<file path="config.mk">
export PLATFORM = sky130hd
export DESIGN_NAME = lab04plus_timer_ctrl
export DESIGN_NICKNAME = d
export VERILOG_FILES = /design/src/rtl/lab04plus_pkg.sv /design/src/rtl/bcd_mmss_counter.sv /design/src/rtl/lab04plus_timer_ctrl.sv
export SDC_FILE = /design/constraint.sdc
export NUM_CORES = 1
export LEC_CHECK = 0
export CAP_MARGIN = 20
export CELL_PAD_IN_SITES_DETAIL_PLACEMENT = 2
export CELL_PAD_IN_SITES_GLOBAL_PLACEMENT = 2
export CORE_MARGIN = 1
export CORE_UTILIZATION = 35
export CTS_BUF_LIST = sky130_fd_sc_hd__clkbuf_4
export CTS_CLUSTER_DIAMETER = 50
export DETAILED_ROUTE_END_ITERATION = 10
export GPL_TIMING_DRIVEN = 0
export PLACE_DENSITY = 0.89
export SYNTH_ARGS = -nofsm -noshare
export SYNTH_HDL_FRONTEND = slang
export SYNTH_HIERARCHICAL = 1
export SYNTH_SLANG_ARGS = --single-unit
</file>
<file path="constraint.sdc">
create_clock -name clock_100MHZ -period 3.9 [get_ports clock_100MHZ]
set_clock_uncertainty 0.2 [all_clocks]
set_input_delay 0.78 -clock clock_100MHZ [delete_from_list [all_inputs] [get_ports clock_100MHZ]]
set_output_delay 0.78 -clock clock_100MHZ [all_outputs]
set_load 0.005 [all_outputs]
</file>
<file path="src/rtl/lab04plus_pkg.sv">
// Shared types and constants for the lab04plus stopwatch/countdown timer.
// Used by the run-control FSM and by the MM:SS BCD counter.
package lab04plus_pkg;

    typedef enum logic [2:0] {
        ST_IDLE  = 3'd0,
        ST_RUN   = 3'd1,
        ST_PAUSE = 3'd2,
        ST_DONE  = 3'd3
    } timer_state_t;

    typedef enum logic [1:0] {
        OP_HOLD = 2'd0,
        OP_LOAD = 2'd1,
        OP_INC  = 2'd2,
        OP_DEC  = 2'd3
    } bcd_op_t;

    localparam logic [2:0]  MODE_UP   = 3'b001;
    localparam logic [2:0]  MODE_DOWN = 3'b010;
    localparam logic [15:0] BCD_MAX   = 16'h5959;
    localparam logic [15:0] BCD_MIN   = 16'h0000;

endpackage

</file>
<file path="src/rtl/bcd_mmss_counter.sv">
// Four-digit MM:SS BCD register with load, increment and decrement.
// at_limit flags that the step requested this cycle lands on 59:59 (up) or 00:00 (down).
module bcd_mmss_counter
    import lab04plus_pkg::*;
(
    input  logic        clk,
    input  logic        rst_n,
    input  bcd_op_t     op,
    input  logic [15:0] load_value,
    output logic [15:0] value,
    output logic        at_limit
);

    logic [15:0] value_q;
    logic [15:0] value_d;
    logic [3:0]  sec_ones;
    logic [3:0]  sec_tens;
    logic [3:0]  min_ones;
    logic [3:0]  min_tens;

    always_comb begin
        value_d  = value_q;
        min_tens = value_q[15:12];
        min_ones = value_q[11:8];
        sec_tens = value_q[7:4];
        sec_ones = value_q[3:0];
        case (op)
            OP_LOAD: value_d = load_value;
            OP_INC: begin
                // Each digit only moves when every lower digit wrapped.
                if (sec_ones != 4'd9) begin
                    sec_ones = sec_ones + 4'd1;
                end else begin
                    sec_ones = 4'd0;
                    if (sec_tens != 4'd5) begin
                        sec_tens = sec_tens + 4'd1;
                    end else begin
                        sec_tens = 4'd0;
                        if (min_ones != 4'd9) begin
                            min_ones = min_ones + 4'd1;
                        end else begin
                            min_ones = 4'd0;
                            min_tens = (min_tens != 4'd5) ? min_tens + 4'd1 : 4'd0;
                        end
                    end
                end
                value_d = {min_tens, min_ones, sec_tens, sec_ones};
            end
            OP_DEC: begin
                if (sec_ones != 4'd0) begin
                    sec_ones = sec_ones - 4'd1;
                end else begin
                    sec_ones = 4'd9;
                    if (sec_tens != 4'd0) begin
                        sec_tens = sec_tens - 4'd1;
                    end else begin
                        sec_tens = 4'd5;
                        if (min_ones != 4'd0) begin
                            min_ones = min_ones - 4'd1;
                        end else begin
                            min_ones = 4'd9;
                            min_tens = (min_tens != 4'd0) ? min_tens - 4'd1 : 4'd5;
                        end
                    end
                end
                value_d = {min_tens, min_ones, sec_tens, sec_ones};
            end
            default: value_d = value_q;
        endcase
    end

    always_comb begin
        at_limit = ((op == OP_INC) && (value_d == BCD_MAX)) ||
                   ((op == OP_DEC) && (value_d == BCD_MIN));
    end

    always_ff @(posedge clk or negedge rst_n) begin
        if (!rst_n) begin
            value_q <= '0;
        end else begin
            value_q <= value_d;
        end
    end

    assign value = value_q;

endmodule

</file>
<file path="src/rtl/lab04plus_timer_ctrl.sv">
// Run-control for the lab04plus timer: input synchronizers, count-step divider,
// IDLE/RUN/PAUSE/DONE state machine and the MM:SS counter it drives.
module lab04plus_timer_ctrl
    import lab04plus_pkg::*;
#(
    parameter int          TICK_DIV = 100_000_000,
    parameter logic [15:0] PRESET   = 16'h0130
) (
    input  logic        clock_100MHZ,
    input  logic        reset_n,
    input  logic        start,
    input  logic        suspend,
    input  logic [2:0]  mode,
    output logic [15:0] bcd,
    output logic [2:0]  state,
    output logic        running,
    output logic        done,
    output logic        tick
);

    localparam int               DIV_W    = $clog2(TICK_DIV);
    localparam logic [DIV_W-1:0] DIV_LAST = DIV_W'(TICK_DIV - 1);

    timer_state_t     state_q, state_d;
    logic [DIV_W-1:0] div_q, div_d;
    logic [2:0]       mode_q, mode_d;
    logic             start_meta_q, start_meta_d;
    logic             start_sync_q, start_sync_d;
    logic             start_prev_q, start_prev_d;
    logic             susp_meta_q, susp_meta_d;
    logic             susp_sync_q, susp_sync_d;

    logic             start_edge;
    logic             valid_start;
    bcd_op_t          cnt_op;
    logic [15:0]      cnt_load;
    logic             at_limit;

    assign start_edge  = start_sync_q & ~start_prev_q;
    assign valid_start = start_edge && ((mode == MODE_UP) || (mode == MODE_DOWN));

    always_comb begin
        start_meta_d = start;
        start_sync_d = start_meta_q;
        start_prev_d = start_sync_q;
        susp_meta_d  = suspend;
        susp_sync_d  = susp_meta_q;
    end

    always_ff @(posedge clock_100MHZ or negedge reset_n) begin
        if (!reset_n) begin
            state_q <= ST_IDLE;
        end else begin
            state_q <= state_d;
        end
    end

    always_comb begin
        state_d = state_q;
        case (state_q)
            ST_IDLE:  if (valid_start) state_d = ST_RUN;
            ST_RUN: begin
                if (susp_sync_q) begin
                    state_d = ST_PAUSE;
                end else if (tick && at_limit) begin
                    state_d = ST_DONE;
                end
            end
            ST_PAUSE: if (!susp_sync_q) state_d = ST_RUN;
            ST_DONE:  if (!start_sync_q) state_d = ST_IDLE;
            default:  state_d = ST_IDLE;
        endcase
    end

    // Suspend wins over a same-cycle tick: the divider holds so the step is deferred, not lost.
    always_comb begin
        running  = 1'b0;
        done     = 1'b0;
        tick     = 1'b0;
        cnt_op   = OP_HOLD;
        cnt_load = '0;
        div_d    = div_q;
        mode_d   = mode_q;
        case (state_q)
            ST_IDLE: begin
                if (valid_start) begin
                    mode_d   = mode;
                    div_d    = '0;
                    cnt_op   = OP_LOAD;
                    cnt_load = (mode == MODE_UP) ? BCD_MIN : PRESET;
                end
            end
            ST_RUN: begin
                running = 1'b1;
                if (!susp_sync_q) begin
                    if (div_q == DIV_LAST) begin
                        tick   = 1'b1;
                        div_d  = '0;
                        cnt_op = (mode_q == MODE_UP) ? OP_INC : OP_DEC;
                    end else begin
                        div_d = div_q + DIV_W'(1);
                    end
                end
            end
            ST_DONE: done = 1'b1;
            default: ;
        endcase
    end

    always_ff @(posedge clock_100MHZ or negedge reset_n) begin
        if (!reset_n) begin
            div_q        <= '0;
            mode_q       <= '0;
            start_meta_q <= 1'b0;
            start_sync_q <= 1'b0;
            start_prev_q <= 1'b0;
            susp_meta_q  <= 1'b0;
            susp_sync_q  <= 1'b0;
        end else begin
            div_q        <= div_d;
            mode_q       <= mode_d;
            start_meta_q <= start_meta_d;
            start_sync_q <= start_sync_d;
            start_prev_q <= start_prev_d;
            susp_meta_q  <= susp_meta_d;
            susp_sync_q  <= susp_sync_d;
        end
    end

    bcd_mmss_counter u_counter (
        .clk        (clock_100MHZ),
        .rst_n      (reset_n),
        .op         (cnt_op),
        .load_value (cnt_load),
        .value      (bcd),
        .at_limit   (at_limit)
    );

    assign state = state_q;

endmodule

</file>
==> results of run 1 <==
-- flip-flops by register name, indices dropped and copies added, names as in the netlist --
register,cells
div_q,27
mode_q,3
start_meta_q,1
start_prev_d,1
start_prev_q,1
state,2
susp_meta_q,1
susp_sync_q,1
u_counter/value,16
-- area by class of cell --
type | instances | area [µm²] | share of cell area
well taps | 136 | 170 | 0.0339
repair buffers | 67 | 606 | 0.121
inverters | 18 | 70.1 | 0.0140
clock buffers | 5 | 37.5 | 0.00748
flip-flops and latches | 53 | 1330 | 0.265
multi-input cells | 341 | 2560 | 0.511
clock inverters | 3 | 43.8 | 0.00873
plain buffers | 26 | 198 | 0.0394
-- layer usage --
metal,part of all wire,wire [µm]
met1,0.42,7490
met2,0.50,8920
met3,0.045,799
met4,0.031,544
met5,0,0
-- where the power goes --
group / leakage (nW) / switching [W] / internal, W
clock network: 0.0456 / 0.000225 / 0.000136
registers: 0.672 / 0.000230 / 0.000670
logic: 1.34 / 0.000804 / 0.000613
-- kinds of logic (layout without fill, tap and decap cells) --
| group | Yosys count | count (layout) |
|---|---|---|
| and+or+nand+nor | 196 | 196 |
| AOI/OAI and AO/OA | 98 | 98 |
| DFF | 53 | 53 |
| buffers and inverters | 44 | 119 |
| xor gates and xnor gates | 19 | 19 |
| adders and majority gates | 10 | 10 |
| muxes | 4 | 4 |
| other | 1 | 14 |
-- how the worst max path moves through the flow --
stage / start / to / slack [ns] / cells after the start
6_report: div_q[11] / state[1] / -0.62 / 16
5_1_grt: div_q[10] / state[1] / -0.77 / 16
4_1_cts: div_q[17] / state[1] / -0.20 / 13
3_5_place_dp: mode[2] / state[1] / -1.23 / 16
3_3_place_gp: mode[2] / state[1] / -0.99 / 16
2_1_floorplan: div_q[12] / state[1] / 0.009 / 13
-- metrics by stage --
stage	setup TNS (ns)	power, W	util	hold WS [ns]	worst slack (ns)
floorplan	0	0.00153	-	0.131	0.00948
CTS	-0.200	0.00249	0.464	0.0773	-0.200
detailed placement	-1.23	0.00200	0.415	0.150	-1.23
finish	-0.725	0.00268	0.477	0.0418	-0.624
global route	-0.963	0.00280	0.477	0.0538	-0.771
global placement	-0.988	0.00192	0.414	0.131	-0.988
-- cell usage in the layout (no fill, tap or decap), types with 5 or more instances in the layout --
cell type        netlist  layout
and3_1                 5       5
nor3_1                13       9
nor2b_1               12      10
nor2_1                32      31
a21oi_1               16      13
inv_1                 16      16
buf_6                  3       8
conb_1                 1      14
a31oi_1               10       9
dfrtp_1               53      50
nor4_4                 4       5
buf_2                 10       8
o21ai_1                3       5
o21ai_0               14      12
buf_4                  5      39
nand4_1                8       8
nand2b_1              11      10
nand2_1               35      32
clkdlybuf4s50_1        0      26
clkbuf_1               7       6
nand3_1               19      19
xnor2_1               16      15
ha_1                  10      10
clkbuf_4               0       6
-- worst max-delay path, delay by kind of cell (launching register included) --
kind	cells	cell delay, ns
AND/OR/NAND/NOR	9	2.34
AO/OA/AOI/OAI	3	0.74
flip-flops	1	0.47
buffers and inverters	3	0.45
multiplexers	1	0.24
-- repair_timing --
item	in CTS	in global routing
resized for setup	39	21
setup endpoints to repair	1	2
setup buffers	32	7
cloned	0	0
pin swaps	25	16
==> impl_metrics.json, run 1 <==
{
  "critical_path_required_ns": 4.07,
  "die_h_um": 107,
  "fin_cells": 649,
  "synth_compound_area_frac": 0.182,
  "max_slew.worst_pin.slew_ns": 0.806,
  "dpl.hpwl_mm": 9.24,
  "crit_arrival_ns": 4.69,
  "violations": "setup timing",
  "worstReg2RegStart": "div_q[11]",
  "synth-async-reset-ratio": 1.00,
  "die_area_um2": 11400,
  "area_growth_pct": 30.5,
  "ys_warn_count": 6,
  "drv_cap": 0,
  "grt_overflow": 0,
  "path_class": "flip-flop to flip-flop",
  "via_per_inst": 6.21,
  "synth_simple_gate_area_frac": 0.326,
  "drive_gt1_frac": 0.255,
  "start_util": 0.366,
  "synth_area_leader_cell": "dfrtp_1",
  "hold_viol": 0,
  "cts_tree": "built",
  "leakagePower_nw": 2.06,
  "grtUsageMet1": 0.362,
  "yosys_register_bits": 53,
  "synthAdderAreaFrac": 0.0325,
  "grt_use_total": 0.291,
  "synth_xor_area_frac": 0.0433,
  "cp-start-kind": "flip-flop",
  "synth_cells": 425,
  "first_global_vias": 4418,
  "diodes": 0,
  "ir_worst_vdd_mv": 0.440,
  "path_clk_slew_ns": 0.20,
  "hold_buffers": 0,
  "antenna_found_initial": 0,
  "crit_chain": "or4b_4, nor4_4, nand4_1, a21oi_4, buf_8, buf_8, buf_12, mux2i_2, nor2_1, nor3_2, nand2_2, nor4_4, nand2b_1, a2111oi_4, a311oi_2, nor3_2",
  "fin_crit_sh": 1.16,
  "min_path_type": "input pin to asynchronous set/reset pin",
  "postRouteAntennaNets": 0,
  "r2r_end": "state[1]",
  "clock-sinks": 53,
  "gp_congestion": 0.844,
  "power_density_nw_per_um2": 534,
  "drt_pass1_iterations": 5,
  "max_slew_margin": 0.462,
  "synth_top_area_share": 0.345,
  "yosysMostFrequentCell": "dfrtp_1",
  "fin_crit_ns": 4.52,
  "wire_per_inst_um": 27.3,
  "drt-total-wl_mm": 17.7,
  "muxShareOfSynthArea": 0.0137,
  "synthesis.area_um2": 3840,
  "cp_slowest_stage_delay_ns": 0.57,
  "setup_viol": 2,
  "placementRows": 37,
  "worstSetupEndpointType": "flip-flop",
  "grt_use_met2": 0.508,
  "grtUsageMet3": 0.0413,
  "io_buffer_count": 27,
  "status": "finished, violations left",
  "cts_buffers": 5,
  "nNetsFinal": 529,
  "yosys-top-cells-area": "dfrtp_1, xnor2_1, nand2_1",
  "top_usage_layer": "met2",
  "slew_violations": 0,
  "ys_seq_area_frac": 0.345,
  "drc": 0,
  "placed_area_um2": 4360,
  "synth_top_family_by_area": "simple AND/OR/NAND/NOR gates",
  "vias": 4031,
  "rsz0062_at_grt": "true",
  "clock.fmax_mhz": 221,
  "stdcell_area_um2": 5020,
  "h-tree-depth": 2,
  "synth_cell_type_count": 81,
  "synth-edff-count": 0,
  "cts_root_buffer": "clkbuf_4",
  "timing.final.ws_setup_ns": -0.624,
  "grt_pass1_wl_mm": 25.2,
  "crit_slowest_cell": "or4b_4",
  "rrSetupSlack_ns": -0.62,
  "ios": 29,
  "postSynthAreaPerCell_um2": 9.05,
  "core_um2": 10500,
  "clock_path_buffers": 2,
  "drtIter0Drc": 260,
  "yosys-top-cells-count": "dfrtp_1, nand2_1, nor2_1",
  "dieWidth_um": 107,
  "clk_latency_ns": 0.44,
  "fillers": 1129,
  "synth_flop_cell": "dfrtp_1",
  "ff2ff_path_depth": 16,
  "dp_cells": 602,
  "path_max_fanout": 8,
  "grt_start_max_net_pins": 40
}
No activity file was read; power rests on OpenSTA's default activity.
==> run 2, diff against run 1 <==
--- a/config.mk
+++ b/config.mk
@@ -12,9 +12,11 @@
 export CORE_UTILIZATION = 35
 export CTS_BUF_LIST = sky130_fd_sc_hd__clkbuf_4
 export CTS_CLUSTER_DIAMETER = 50
+export CTS_CLUSTER_SIZE = 25
 export DETAILED_ROUTE_END_ITERATION = 10
 export GPL_TIMING_DRIVEN = 0
 export PLACE_DENSITY = 0.89
+export SETUP_SLACK_MARGIN = 0.2
 export SYNTH_ARGS = -nofsm -noshare
 export SYNTH_HDL_FRONTEND = slang
 export SYNTH_HIERARCHICAL = 1
==> run 2 against run 1 <==
Cell count rose by 0.31%. Sequential share of layout area rose by 0.31 points. Critical path depth fell by 1. The run still ends with setup timing left. Combinational power rose by 3%. Core utilization fell by 0.56 points.
==> impl_metrics.json, run 2 (same netlist as run 1, synthesis figures left out) <==
{
  "crit_chain": "or4b_4, nor4_4, buf_4, nand2_4, nor3_4, buf_6, inv_2, nor2_1, a22oi_1, o221ai_2, nand2_1, or4_4, a2111oi_4, a311oi_1, nor3_1",
  "holdPathEnd": "start_prev_d",
  "clock-sinks": 53,
  "first_global_vias": 4288,
  "placementRows": 37,
  "rsz0062_at_grt": "true",
  "ios": 29,
  "worstSetupEndpointType": "flip-flop",
  "multi_input_area_um2": 2520,
  "io_buffer_count": 27,
  "ir_worst_vdd_mv": 0.294,
  "cp-start-kind": "flip-flop",
  "worstReg2RegStart": "div_q[11]",
  "rrSetupSlack_ns": -0.45,
  "hold_buffers": 0,
  "p_switching_w": 0.00130,
  "leakagePower_nw": 2.04,
  "hp-start": "start_meta_q",
  "gp_congestion": 0.825,
  "area_growth_pct": 28.9,
  "final_util": 0.472,
  "p_comb_frac": 0.548,
  "die_h_um": 107,
  "layout_commonest_cell": "dfrtp_1",
  "crit_slowest_cell": "or4b_4",
  "drc": 0,
  "max_slew_margin": 0.382,
  "drv_cap": 0,
  "layout_common_cells": "dfrtp_1, buf_4, nand2_1",
  "fin_crit_ns": 4.35,
  "clock_path_buffers": 2,
  "grt_start_max_net_pins": 35,
  "max_slew.worst_pin.slew_ns": 0.927,
  "start_util": 0.366,
  "regArea_um2": 1330,
  "path_class": "flip-flop to flip-flop",
  "core_um2": 10500,
  "largest-register": "div_q",
  "hold_viol": 0,
  "cp_slowest_stage_delay_ns": 0.56,
  "drive_gt1_frac": 0.257,
  "path_max_fanout": 7,
  "dpl.hpwl_mm": 9.60,
  "timing.final.ws_setup_ns": -0.447,
  "grt_overflow": 0,
  "critical_path_required_ns": 4.05,
  "via_per_inst": 6.48,
  "min_path_type": "flip-flop to flip-flop",
  "cts_buffers": 5,
  "drt-total-wl_mm": 19.8,
  "power.internal_w": 0.00136,
  "power_density_nw_per_um2": 537,
  "p_seq_frac": 0.341,
  "cts_tree": "built",
  "violations": "setup timing",
  "grt_use_total": 0.292,
  "clk_latency_ns": 0.43,
  "ff2ff_path_depth": 15,
  "cts_root_buffer": "clkbuf_4",
  "largest_reg_flops": 27,
  "hold_depth": 0,
  "die_area_um2": 11400,
  "power_w": 0.00266,
  "fillers": 1099,
  "fin_crit_sh": 1.11,
  "grt_pass1_wl_mm": 25.3,
  "wire_per_inst_um": 30.5,
  "postRouteAntennaNets": 0,
  "crit_arrival_ns": 4.50,
  "status": "finished, violations left",
  "nNetsFinal": 530,
  "path_clk_slew_ns": 0.18,
  "setup_viol": 1,
  "vias": 4217,
  "slew_violations": 0,
  "p_clk_frac": 0.111,
  "drtIter0Drc": 290,
  "swShare": 0.490,
  "dieWidth_um": 107,
  "r2r_end": "state[1]",
  "clock.fmax_mhz": 230,
  "drt_pass1_iterations": 5,
  "antenna_found_initial": 1,
  "h-tree-depth": 2
}
## run 2: changes by cell type in the layout (fill, tap and decap cells not counted), moves of 2 or more
cell / change
a21oi_2: +2
buf_4: +2
buf_8: -2
clkbuf_4: +2
clkinvlp_4: +2
nor3_1: +2
nor3_2: -2
o21ai_1: -2
## run 2: how the worst max path moves through the flow
stage               startpoint  endpoint  cells after the start  slack (ns)
finish               div_q[11]  state[1]                     15       -0.45
global route         div_q[11]  state[1]                     16       -0.51
CTS                  div_q[19]  state[1]                     14       -0.13
detailed placement     mode[2]  state[1]                     16       -0.96
global placement       mode[2]  state[1]                     16       -0.80
floorplan            div_q[12]  state[1]                     13        0.22
## run 2: power by group through the flow
| stage | combinational [W] | sequential (W) | clock [W] |
|---|---|---|---|
| floorplan | 0.000697 | 0.000836 | 0 |
| finish | 0.00146 | 0.000908 | 0.000295 |
| global route | 0.00152 | 0.000928 | 0.000306 |
| detailed placement | 0.00113 | 0.000882 | 0 |
| CTS | 0.00121 | 0.000870 | 0.000285 |
| global placement | 0.00106 | 0.000865 | 0 |
## run 2: what timing repair did
item | CTS | global route
setup buffers | 14 | 26
setup endpoints to repair | 2 | 2
gates resized for setup | 25 | 29
pin swaps | 6 | 22
## run 2: critical path, delay by kind of cell (launching register included)
kind	cells	cell delay (ns)
and+or+nand+nor	8	2.10
buffers and inverters	3	0.51
AOI/OAI and AO/OA	4	0.98
DFF	1	0.46
## run 2: final cells by class
cell class / count / share of cell area
multi-input combinational: 341 / 0.509
sequential: 53 / 0.268
timing repair buffer: 68 / 0.121
buffer: 26 / 0.0406
tap: 136 / 0.0343
inverter: 18 / 0.0136
clock buffer: 6 / 0.00909
clock inverter: 2 / 0.00303
antenna: 1 / 0.000505
## run 2: stage by stage
stage	TNS (ns)	instance area, µm²	worst slack [ns]	instances	hold WS (ns)
2_1_floorplan	0	3920	0.222	438	0.131
3_3_place_gp	-0.802	4360	-0.802	601	0.134
3_5_place_dp	-0.960	4380	-0.960	602	0.151
4_1_cts	-0.131	4640	-0.131	624	0.189
5_1_grt	-0.515	4960	-0.515	651	0.193
6_report	-0.447	4960	-0.447	651	0.181
## run 2: per-layer routing
layer,part of all wire,global-route usage,vias up
met3,0.065,0.0280,79
met2,0.49,0.494,266
met4,0.044,0.106,0
li1,-,-,1733
met1,0.40,0.388,2139
met5,0,0,-
